$ cat src/rtl/traffic_fsm_pkg.sv
// Shared direction encoding, phase type and default timing for the intersection controller.
// Lamp vector layout: three bits per direction (N, E, S, W), ordered {red, yellow, green}.
package traffic_fsm_pkg;

  localparam logic [1:0] DIR_N = 2'd0;
  localparam logic [1:0] DIR_E = 2'd1;
  localparam logic [1:0] DIR_S = 2'd2;
  localparam logic [1:0] DIR_W = 2'd3;

  typedef enum logic {
    GREEN  = 1'b0,
    YELLOW = 1'b1
  } phase_e;

  localparam int GREEN_CYCLES_DEF  = 4;
  localparam int YELLOW_CYCLES_DEF = 2;

  function automatic logic [11:0] lamp_decode(input logic [1:0] ps, input phase_e ph);
    logic [11:0] l;
    l = '0;
    for (int d = 0; d < 4; d++) begin
      if (2'(d) == ps) begin
        if (ph == GREEN) l[3*d]   = 1'b1;
        else             l[3*d+1] = 1'b1;
      end else begin
        l[3*d+2] = 1'b1;
      end
    end
    return l;
  endfunction

endpackage

$ cat src/rtl/traffic_rr_arbiter.sv
// Combinational round-robin pick of the first requester after ps_i (ps_i+1, +2, +3).
// Falls back to ps_i with found_o low when nobody else is asking.
module traffic_rr_arbiter (
  input  logic [1:0] ps_i,
  input  logic [3:0] req_i,
  output logic [1:0] winner_o,
  output logic       found_o
);

  logic [1:0] cand;

  // Scan from the farthest offset down so the nearest requester wins last.
  always_comb begin
    winner_o = ps_i;
    found_o  = 1'b0;
    cand     = ps_i;
    for (int k = 3; k >= 1; k--) begin
      cand = ps_i + 2'(k);
      if (req_i[cand]) begin
        winner_o = cand;
        found_o  = 1'b1;
      end
    end
  end

endmodule

$ cat src/rtl/traffic_fsm.sv
// Four-way light controller: round-robin right-of-way with min green dwell and fixed yellow.
// Lamps are registered (Moore); NS is combinational from registered state and requests.
module traffic_fsm
  import traffic_fsm_pkg::*;
#(
  parameter int GREEN_CYCLES  = GREEN_CYCLES_DEF,
  parameter int YELLOW_CYCLES = YELLOW_CYCLES_DEF
) (
  input  logic       A,
  input  logic       B,
  input  logic       C,
  input  logic       D,
  input  logic       clk,
  input  logic       reset,
  output logic       red_north,
  output logic       yellow_north,
  output logic       green_north,
  output logic       red_east,
  output logic       yellow_east,
  output logic       green_east,
  output logic       red_south,
  output logic       yellow_south,
  output logic       green_south,
  output logic       red_west,
  output logic       yellow_west,
  output logic       green_west,
  output logic [1:0] PS,
  output logic [1:0] NS
);

  localparam int MAXC  = (GREEN_CYCLES > YELLOW_CYCLES) ? GREEN_CYCLES : YELLOW_CYCLES;
  localparam int CNT_W = (MAXC > 1) ? $clog2(MAXC) : 1;
  localparam logic [CNT_W-1:0] G_LAST = CNT_W'(GREEN_CYCLES - 1);
  localparam logic [CNT_W-1:0] Y_LAST = CNT_W'(YELLOW_CYCLES - 1);

  logic [1:0]       ps_q, ps_d;
  phase_e           phase_q, phase_d;
  logic [CNT_W-1:0] cnt_q, cnt_d;
  logic [1:0]       tgt_q, tgt_d;
  logic [11:0]      lamp_q;

  logic [1:0] winner;
  logic       found;

  traffic_rr_arbiter u_arb (
    .ps_i     (ps_q),
    .req_i    ({D, C, B, A}),
    .winner_o (winner),
    .found_o  (found)
  );

  always_comb begin
    ps_d    = ps_q;
    phase_d = phase_q;
    cnt_d   = cnt_q;
    tgt_d   = tgt_q;
    case (phase_q)
      GREEN: begin
        if (cnt_q == G_LAST) begin
          // Counter sits saturated here; green holds until someone else asks.
          if (found) begin
            phase_d = YELLOW;
            tgt_d   = winner;
            cnt_d   = '0;
          end
        end else begin
          cnt_d = cnt_q + CNT_W'(1);
        end
      end
      default: begin
        if (cnt_q == Y_LAST) begin
          ps_d    = tgt_q;
          phase_d = GREEN;
          cnt_d   = '0;
        end else begin
          cnt_d = cnt_q + CNT_W'(1);
        end
      end
    endcase
  end

  // Lamps are loaded from next-state so they track ps_q/phase_q with no extra cycle.
  always_ff @(posedge clk) begin
    if (reset) begin
      ps_q    <= DIR_N;
      phase_q <= GREEN;
      cnt_q   <= '0;
      tgt_q   <= DIR_N;
      lamp_q  <= lamp_decode(DIR_N, GREEN);
    end else begin
      ps_q    <= ps_d;
      phase_q <= phase_d;
      cnt_q   <= cnt_d;
      tgt_q   <= tgt_d;
      lamp_q  <= lamp_decode(ps_d, phase_d);
    end
  end

  assign PS = ps_q;
  assign NS = (phase_q == GREEN) ? winner : tgt_q;

  assign green_north  = lamp_q[0];
  assign yellow_north = lamp_q[1];
  assign red_north    = lamp_q[2];
  assign green_east   = lamp_q[3];
  assign yellow_east  = lamp_q[4];
  assign red_east     = lamp_q[5];
  assign green_south  = lamp_q[6];
  assign yellow_south = lamp_q[7];
  assign red_south    = lamp_q[8];
  assign green_west   = lamp_q[9];
  assign yellow_west  = lamp_q[10];
  assign red_west     = lamp_q[11];

endmodule

$ cat config.mk
export PLATFORM = sky130hd
export DESIGN_NAME = traffic_fsm
export DESIGN_NICKNAME = d
export VERILOG_FILES = /design/src/rtl/traffic_fsm_pkg.sv /design/src/rtl/traffic_rr_arbiter.sv /design/src/rtl/traffic_fsm.sv
export SDC_FILE = /design/constraint.sdc
export NUM_CORES = 1
export LEC_CHECK = 0
export ABC_CLOCK_PERIOD_IN_PS = 1400
export BUFFER_PORTS_ARGS = -buffer_cell sky130_fd_sc_hd__buf_2
export CAP_MARGIN = 25
export CORE_MARGIN = 1
export CORE_UTILIZATION = 44
export CTS_CLUSTER_SIZE = 24
export DETAILED_ROUTE_END_ITERATION = 8
export PLACE_DENSITY = 0.72
export SYNTH_ARGS = -nofsm -noshare
export SYNTH_HDL_FRONTEND = slang
export SYNTH_SLANG_ARGS = --single-unit
$ cat constraint.sdc
create_clock -name clk -period 1.4 [get_ports clk]
set_clock_uncertainty 0.05 [all_clocks]
set_input_delay 0.21 -clock clk [delete_from_list [all_inputs] [get_ports clk]]
set_output_delay 0.21 -clock clk [all_outputs]
set_load 0.05 [all_outputs]
Word-level counts from Yosys, hierarchy flattened
Index checks and enable logic that the tools add are counted.
- bits in registers: 19
- output and inout bits: 16
- input bits: 6
- $lt $le $gt $ge: 3
- muxes and demuxes: 30
- reduce and logical (&&, ||, !) cells: 6
- equality and inequality tests: 6
- add/subtract/negate cells: 4
- bitwise operators: 5
- operators by type and width (cell ; number):
    2-to-1 mux 2 bit ; 10
    2-to-1 mux 1 bit ; 17
    < comparator 2 x 3 -> 1 bit, second input constant ; 3
    OR reduction 2 bit ; 4
    binary-select mux 1 bit (select 2 bit) ; 3
    inverter 1 bit ; 5
    adder 2 x 1 -> 2 bit, second input constant ; 2
    adder 2 bit, second input constant ; 2
    equality test 2 bit, first input constant ; 2
    != test 3 bit, second input constant ; 1
    AND reduction 3 bit ; 1
    equality test 1 x 2 -> 1 bit, first input constant ; 1
    equality test 2 x 1 -> 1 bit, second input constant ; 1
    equality test 2 bit, second input constant ; 1
    zero test 2 bit ; 1

Depth between registers and ports, before layout
- depth in word-level cells: 11
- mapped depth: 7
- gate-level depth less buffers: 7

Hierarchy
From an unflattened synthesis, not the netlist that was laid out.
- cell total of the unflattened synthesis: 88
- area, all modules: 985.9 µm²
- by module, submodules not included (module ; times used ; area an instance (µm²) ; cells an instance ; sequential area each (µm²)):
    traffic_fsm ; 1 ; 852.1 ; 68 ; 380.4
    traffic_rr_arbiter ; 1 ; 133.9 ; 20 ; 0.0

Worst setup path after synthesis
OpenSTA, ideal clock, no wires.
- kind: register to output
- start: register ps_q[1], in the netlist PS[1]
- end: output port NS[1]
- cell stages (with the launch flop): 5
- arrival: 2.220 ns
- path slack: -1.080 ns
- path buffers: 1
- path through: dfxtp_1 buf_6 and3b_1 nor3_1 o31ai_1
- cells in the longest elaborated chain, start to end: 7
- elaborated cells on any way between the ends: 13
- RTL lines (item ; RTL line ; source):
    start, declared ; traffic_fsm.sv:36 ; logic [1:0] ps_q, ps_d;
    start signal, assigned ; traffic_fsm.sv:91 ; ps_q <= ps_d;
    adder 2 bit ; traffic_rr_arbiter.sv:18 ; cand = ps_i + 2'(k);
    binary-select mux 1 bit (select 2 bit) ; traffic_rr_arbiter.sv:19 ; if (req_i[cand]) begin
    2-to-1 mux 1 bit (not written as such) ; traffic_rr_arbiter.sv:19 ;
    2-to-1 mux 2 bit (2 in series) ; traffic_rr_arbiter.sv:19 ;
    2-to-1 mux 2 bit (*) ; traffic_rr_arbiter.sv:19 ;
    2-to-1 mux 2 bit (*) ; traffic_fsm.sv:100 ; assign NS = (phase_q == GREEN) ? winner : tgt_q;
    end, declared ; traffic_fsm.sv:28 ; output logic [1:0] NS
Mark *: on every way between the ends. The rest lies on a longest branch, timed or not. The select of a mux whose other input is x is not followed.

Worst setup path after layout
- start: register ps_q[1], in the netlist PS[1]
- end: output port NS[0]
The elaborated chain is that of the path after synthesis.

==> metrics.md <==
| Metric | Value |
|---|---|
| Die Span X | ~44 µm |
| Arrival time worst endpoint | 1.50 ns |
| Req. time, crit path | 1.14 ns |
| WL met3 | 56 µm |
| Failing checks | setup timing |
| Row count | 14 |
| Area contributors post-synth | dfxtp_1 48%, nor2_1 7.1%, mux2i_1 6.3%, ha_1 4.7%, nor3_1 3.8% |
| DP Wirelength | 1.31 mm |
| DRT iter0 DRCs | 12 |
| Crit end category | primary output |
| Cell area after layout | approximately 0.0013 mm² |
| Gr usage total | ~23% |
| Worst-margin pin slew | between 0.3 and 0.4 ns |
| CTS clk-pin slew, worst paths | roughly 0.10 ns |
| Die area | ~0.002 mm² |
| I/O Pins | 22 |
| Antenna violations before repair | 0 |
| H-tree level count | 1 |
| Nets | between 100 and 150 |
| Hold bufs inserted after CTS | 0 |
| Length of routed wiring on met1 | a little over 800 µm |
| First-pass GRT wire length | 3.28 mm |
| # diodes | 0 |
| CTS tree | yes |
| Area Overhead vs Synth | 59.1% |
| Share of cells above drive strength 1 | approximately three fifths |
| Vias per Instance | 4.97 |
| Dominant cell type by area after synthesis | dfxtp_1 |
| Core Area | between 0.0015 and 0.002 mm² |
| Peak VDD IR | around 580 µV |
| Die Y | about 44 µm |
| 1st-pass router iterations | 4 |
| Post-route setup TNS | -1.54 ns |
| Worst-Skew Late Latency | 0.30 ns |
| Leakage power | 0.556 nW |
| Status | finished, violations left |
| Relative slew slack | approximately four fifths |
| Num CTS Buffers | 3 |
| Register area share after synthesis | between 40% and 50% |
| IO buf count | 21 |
| Final period util | 126% |
| Dpl cell area | ~0.0010 mm² |
| Hold crit path type | in -> reg |
| Max-cap viol count | 0 |
| Cells after Synth | 85 |
| Syn Nets | 94 |
| ANT nets after route | 0 |
| Flops & latches, synth | 19 |
| Avg Cell Area, Syn | 9.33 µm² |
| Detailed-route wire length per cell | ~14 µm |
| RSZ-0062 raised after global routing | yes |
| Total Wirelength | just over 2 mm |
| PD cells | between 900 and 1000 mW/mm² |
| Vias in the first global route | roughly 760 |
| Final core occ | approximately 80% |
| Minimum clock period | 1.76 ns |
| Synth warnings | 0 |
| Finished Layout Cells | between 100 and 150 |
| CP Max Fanout | 5 |
| DR vias | ~740 |
| Worst setup SP type | flop |
| Post-route DRC | 0 |
| Worst setup margin | -0.360 ns |
| WL met2 | ~1.1 mm |
| Inst Count DP | 138 |
| DR top layer | met4 |
| Cell Area, Synth | ~790 µm² |
| Global placement routability congestion | a little over 0.8 |
| Final Hold Vio Count | 0 |
| GRT overflow | 0 |
| DP Worst Slack | -0.152 ns |
| Clk buf depth | 2 |
| Setup-failing EPs final | 14 |
| Initial Util | 49.8% |
| Synth cell types | 28 |
| CTS Sinks | 19 |
| Top-area cell type share of the netlist area | between 40% and 50% |
| Crit path kind | reg -> out |
| Root Buffer | clkbuf_4 |
| Maximum clock rate | 0.568 GHz |
| Final Max Slew Viols | 0 |
| Largest net degree at the start of global routing | 12 |
state kept, by name (all words and copies together), names as in the netlist:
signal and cells:
PS 2, tgt_q 2, cnt_q 2, phase_q 1
lamp_q 12
through the flow:
stage / power, mW / hold slack [ns]
finish: 1.14 / 0.181
global route: 1.20 / 0.186
CTS: 1.13 / 0.154
detailed placement: 0.810 / 0.457
global placement: 0.802 / 0.443
floorplan: 0.728 / 0.293
path summary, 6_finish.rpt:
check,cells past startpoint,slack (ns),endpoint,from
setup / recovery,4,-0.36,NS[0],PS[1]
hold / removal,2,0.18,tgt_q[0],reset
setup reg to reg,6,-0.13,tgt_q[1],PS[1]
hold reg to reg,2,0.52,tgt_q[1],tgt_q[1]
repair_timing:
action	4_1_cts	5_1_grt
buffers inserted	6	1
gates resized for setup	27	15
endpoints found under the setup margin	18	18
pin swaps	16	3
power breakdown:
group / internal, mW / total, mW / switching (mW)
clock: 0.111 / 0.276 / 0.164
sequential: 0.560 / 0.583 / 0.0230
combinational: 0.130 / 0.282 / 0.152
cells in the final DEF (no fill, tap or decap), drive strengths merged, types with 2 or more instances in the layout:
master / n
dfxtp: 19
nor3: 6
nand2: 7
and2b: 2
nor2: 15
mux2i: 5
o21ai: 2
nor2b: 3
a21oi: 4
or3: 2
inv: 2
ha: 3
a211oi: 2
buf: 38
clkbuf: 4
synth_stat cells:
cell type,count
nor2b_1,3
dfxtp_1,19
nand3b_2,1
ha_1,3
o221ai_1,1
and3b_1,1
nor3_1,6
buf_6,1
a21oi_1,4
inv_1,2
nand2_1,7
o21bai_1,1
o21ai_2,1
a211oi_1,2
o31ai_1,1
or3_1,1
clkbuf_1,1
or3_4,1
nand3_2,1
nor2_1,15
buf_2,1
and2_1,1
and2b_1,2
a21boi_1,1
nand2b_1,1
o21ai_0,1
mux2i_1,5
mux2_2,1
layout make-up:
cell class | count | area (µm²)
clock buffer | 4 | 26.3
fill | 107 | 332
inverter | 2 | 7.51
multi-input combinational | 61 | 542
sequential | 19 | 390
tap | 24 | 30.0
timing repair buffer | 38 | 267
per-layer routing:
metal / vias to the layer above / GRT usage (%)
met1: 348 / 24.6
met2: 14 / 42.6
met4: 0 / 9.09
met3: 7 / 6.12
met5: - / 0
li1: 367 / -
critical path, cell delays in order, from the launching register on:
cell and delay [ns]:
dfxtp_4 0.39, mux2i_2 0.25, o221ai_2 0.13, mux2_4 0.29
buf_8 0.15
cells by family after synthesis:
logic type	synth area share (%)
simple gates	26.0
compound gates	10.1
mux	7.73
fa+ha+maj	4.73
buf+inv	3.47
flops	47.9
Note: power is estimated with default switching activity, not from simulation.
